$ cat config.mk
export PLATFORM = sky130hd
export DESIGN_NAME = oam_dma_arbiter
export DESIGN_NICKNAME = d
export VERILOG_FILES = /design/src/rtl/oam_dma_arbiter.sv
export SDC_FILE = /design/constraint.sdc
export NUM_CORES = 1
export LEC_CHECK = 0
export CORE_UTILIZATION = 35
export DETAILED_ROUTE_END_ITERATION = 7
export GPL_ROUTABILITY_DRIVEN = 0
export GPL_TIMING_DRIVEN = 0
export HOLD_SLACK_MARGIN = 0.02
export PLACE_DENSITY = 0.65
export SYNTH_ARGS = -nofsm -noshare
export SYNTH_HDL_FRONTEND = slang
export SYNTH_SLANG_ARGS = --single-unit
$ cat constraint.sdc
create_clock -name clk -period 2 [get_ports clk]
set_clock_uncertainty 0.2 [all_clocks]
set_input_delay 0.4 -clock clk [delete_from_list [all_inputs] [get_ports clk]]
set_output_delay 0.4 -clock clk [all_outputs]
set_load 0.01 [all_outputs]
$ cat src/rtl/oam_dma_arbiter.sv
// rtl/oam_dma_arbiter.sv - sprite OAM DMA engine and CPU bus arbiter
// Passes the CPU bus through when idle; otherwise stalls the CPU and copies one page to OAM.
module oam_dma_arbiter #(
   parameter logic [15:0] DMA_REG_ADDR  = 16'h4014,
   parameter logic [15:0] OAM_DATA_ADDR = 16'h2004,
   parameter int          XFER_LEN      = 256
) (
   input  logic        clk,
   input  logic        b_rst,
   input  logic [15:0] cpu_addr_out,
   input  logic [7:0]  cpu_data_out,
   input  logic        cpu_wen,
   input  logic        cpu_ren,
   input  logic [7:0]  mem_rdata,
   output logic        rdy,
   output logic [15:0] bus_addr,
   output logic [7:0]  bus_wdata,
   output logic        bus_wen,
   output logic        bus_ren,
   output logic        dma_busy
);

   typedef enum logic [2:0] {IDLE, HALT, ALIGN, READ, WRITE} state_t;

   localparam logic [7:0] LAST_OFFSET = 8'(XFER_LEN - 1);

   state_t     state;
   state_t     next_state;
   logic [7:0] page;
   logic [7:0] offset;
   logic [7:0] latch;
   logic       parity;
   logic       trigger;

   assign trigger  = (state == IDLE) && cpu_wen && (cpu_addr_out == DMA_REG_ADDR);
   assign dma_busy = (state != IDLE);

   always_ff @(posedge clk or negedge b_rst) begin
      if (!b_rst) begin
         state  <= IDLE;
         page   <= 8'h00;
         offset <= 8'h00;
         latch  <= 8'h00;
         parity <= 1'b0;
         rdy    <= 1'b1;
      end else begin
         state  <= next_state;
         parity <= ~parity;
         // rdy is registered from the next state so the CPU sees a clean stall edge
         rdy    <= (next_state == IDLE);
         if (trigger) begin
            page   <= cpu_data_out;
            offset <= 8'h00;
         end
         if (state == READ) begin
            latch <= mem_rdata;
         end
         if ((state == WRITE) && (offset != LAST_OFFSET)) begin
            offset <= offset + 8'h01;
         end
      end
   end

   always_comb begin
      next_state = state;
      bus_addr   = cpu_addr_out;
      bus_wdata  = cpu_data_out;
      bus_wen    = cpu_wen;
      bus_ren    = cpu_ren & ~cpu_wen;
      case (state)
         IDLE: begin
            if (trigger) begin
               next_state = HALT;
            end
         end
         HALT: begin
            bus_addr   = 16'h0000;
            bus_wdata  = 8'h00;
            bus_wen    = 1'b0;
            bus_ren    = 1'b0;
            next_state = parity ? ALIGN : READ;
         end
         ALIGN: begin
            bus_addr   = 16'h0000;
            bus_wdata  = 8'h00;
            bus_wen    = 1'b0;
            bus_ren    = 1'b0;
            next_state = READ;
         end
         READ: begin
            bus_addr   = {page, offset};
            bus_wdata  = 8'h00;
            bus_wen    = 1'b0;
            bus_ren    = 1'b1;
            next_state = WRITE;
         end
         WRITE: begin
            bus_addr   = OAM_DATA_ADDR;
            bus_wdata  = latch;
            bus_wen    = 1'b1;
            bus_ren    = 1'b0;
            next_state = (offset == LAST_OFFSET) ? IDLE : READ;
         end
         default: begin
            next_state = IDLE;
         end
      endcase
   end

endmodule
==> out/summary.txt <==
outcome - finished with violations
failing checks - negative setup slack
Critical Path Max Stage Delay - 410 ps
Mapped Cells - 177
sequential fraction of the synthesis area - 0.4153
DRC - 0
unrepaired setup endpoints after global routing - yes
I/O pin count - 64
hold crit path type - register to register
critical path type - register to output port
initial antenna violation count - 0
RR Startpoint - state[1]$_DFF_PN0_
clk_lat worst skew - 290 ps
first-pass GRT wire length - 8942 um
drt pass-1 iters - 4
n_diodes - 0
CP top delay family - flip-flops
Internal - 1.160 mW
post-synthesis compound-gate area fraction - 0.1830
Initial Util - 0.3682
syn avg cell area - 9.889 um^2
Static Leak - 1.351 nW
Reg2Reg Depth - 9
Worst Hold Depth - 1
vias post-DR - 1843
pre-CTS WS - -657.8 ps
clock network power share - 0.508
most frequent cells in the layout - nand2_1 (27), buf_2 (27), clkdlybuf4s50_1 (25), dfrtp_1 (25), buf_6 (20)
critical path required time - 1400 ps
Startpoint Class - register
vias in the first global route - 1778
worst path cell trace - or2_4 > buf_8 > mux2_4 > nand2_1 > o21ai_1 > buf_2
row count - 25
largest family of logic cells by synthesized area - simple AND/OR/NAND/NOR gates
Setup crit start - state[1]$_DFF_PN0_
share of layout cells above drive strength 1 - 0.4393
endpoints failing setup - 44
CTS clk-pin slew, worst paths - 60 ps
Yosys cell types - 42
ys flop type - dfrtp_1
FFs w/ async S/R, synth - 1.000
simple-gate share of the synthesized area - 0.1894
slowest CP cell - dfrtp_2
CTS tree - built
grt ovf - 0
Mapped Nets - 214
total of max-cap violations - 0
Die W - 72.72 um
fraction of synthesized cell area in xor and xnor cells - 0.01001
FILL cells - 390
Hold EP - parity$_DFF_PN0_
CORE AREA - 0.004755 mm^2
crit path max fanout - 5
Seq pwr share - 0.413
H-tree levels - 2
max_slew headroom - 0.5399
Seq cells post-synth - 29
Worst Tran Pin Value - 690.1 ps
final worst path period share - 1.149
WL/cell - 16.99 um
pin count of the biggest net entering global routing - 30
antenna-violating nets left - 0
switching power - 0.2900 mW
DR vias/cell - 5.311
clock buffer depth - 2
switching share of power - 0.2000
hold wc startpoint - parity$_DFF_PN0_
critical path endpoint category - output port
HPWL after detailed placement - 3503 um
Final Max Tran Viols - 0
EDFF count, synth - 0
Finished Core Util - 0.6224
fmax - 435.1 MHz
CTS sink count - 29
reg2reg end - page[7]$_DFFE_PN0P_
fin nets - 316
root buffer cell - clkbuf_8
pwr dens - 490.0 mW/mm^2
Buf+Inv Stages, Crit Path - 2
Die Y-Extent - 72.72 um
crit path DAT - 1700 ps
P&R area growth vs syn - 69.05%
Netlist Area Pre-Place - 0.001750 mm^2
fin crit period - 2299 ps
Reg2Reg Setup Slack - -150 ps
PortBufs - 63
mux cell area share after synthesis - 0.1544
total track usage - 0.2316
final hold viol count - 0
final WL - 5895 um
DRT iter0 DRCs - 155
Die ar. - 0.005288 mm^2
part of the power in combinational logic - 0.079
Adder-Cell Fraction of Synth Area - 0.007148
final worst slack - -298.5 ps
Peak VDD IR - 0.3469 mV
TritonCTS Buffers - 5
yosys warns - 0
[metal layers]
metal / wire length (um) / up-vias / track usage
met2: 2905 / 83 / 0.3832
met1: 2383 / 888 / 0.2777
met5: 0 / - / 0
li1: - / 857 / -
met3: 430 / 15 / 0.07182
met4: 174 / 0 / 0.1002
[cell type report]
type	count	area, um^2	area share
Timing Repair Buffer	95	832.0	0.2812
Multi-Input combinational cell	134	1059	0.3577
Tap cell	67	83.83	0.02833
Buffer	11	108.9	0.03679
Clock buffer	5	68.82	0.02326
Clock inverter	3	65.06	0.02199
Inverter	3	11.26	0.003805
Sequential cell	29	730.7	0.2469
[worst reg2reg max path: stages, from the launching register on]
cell	delay [ps]
dfrtp_2	410
buf_4	150
buf_6	120
nor2_4	140
buf_6	140
buf_6	100
nand4_4	130
nor2_4	190
buf_6	160
mux2_4	300
[Yosys cell counts, drive strengths merged, types with 2 or more instances]
library cell | number | area [um^2]
nor3 | 3 | 15.01
nand3 | 3 | 20.02
or3 | 2 | 12.51
a21oi | 5 | 25.02
a22o | 14 | 122.6
nor2 | 8 | 47.55
buf | 9 | 52.55
o21ai | 16 | 80.08
mux2 | 24 | 270.3
nor4b | 2 | 30.03
nand2 | 31 | 118.9
o22ai | 2 | 12.51
inv | 3 | 11.26
clkbuf | 2 | 7.510
dfrtp | 28 | 700.7
nand4 | 4 | 31.28
o211ai | 4 | 30.03
a22oi | 2 | 15.01
[power groups by stage]
stage               Clock (mW)  Sequential, mW  Combinational, mW
floorplan                    0           0.608             0.0195
global placement             0           0.609              0.112
detailed placement           0           0.610              0.113
CTS                      0.748           0.599              0.112
global route             0.770           0.599              0.123
finish                   0.737           0.599              0.114
[worst max-delay path by stage]
stage | slack (ps) | depth (start not counted) | end
2_1_floorplan | 3 | 5 | bus_addr[0]
3_3_place_gp | -650 | 6 | bus_addr[12]
3_5_place_dp | -660 | 6 | bus_addr[12]
4_1_cts | -300 | 6 | bus_wdata[1]
5_1_grt | -360 | 6 | bus_wdata[1]
6_report | -300 | 6 | bus_wdata[1]
[repair_timing]
| item | 4_1_cts | 5_1_grt |
|---|---|---|
| setup buffers | 22 | 7 |
| hold buffers | 0 | 1 |
| setup endpoints to repair | 43 | 43 |
| gates cloned | 2 | 1 |
| endpoints found under the hold margin | 0 | 28 |
| resized for setup | 158 | 31 |
| pin swaps | 24 | 8 |
[cell families after synthesis]
logic type | Yosys count
buffers and inverters | 14
XOR/XNOR | 2
adder cells (fa/ha/maj) | 1
AND/OR/NAND/NOR | 61
flip-flops | 29
multiplexers | 24
AO/OA/AOI/OAI | 46
[state kept, by name, summed over array words and instances (netlist names)]
signal / cells
offset: 8
rdy: 1
parity: 1
latch: 8
state: 3
page: 8
[metrics by stage]
stage | power, mW | hold WS, ps | area, um^2 | setup TNS [ps] | std cells
after floorplan | 0.6279 | -95.59 | 1755 | 0 | 177
after global placement | 0.7219 | 208.9 | 2470 | -29400 | 307
after detailed placement | 0.7232 | 210.7 | 2470 | -29590 | 307
after CTS | 1.459 | 220.5 | 2833 | -6301 | 339
after global routing | 1.493 | 232.2 | 2959 | -10630 | 347
final | 1.450 | 220.4 | 2959 | -8003 | 347
No activity file was read; power rests on OpenSTA's default activity.
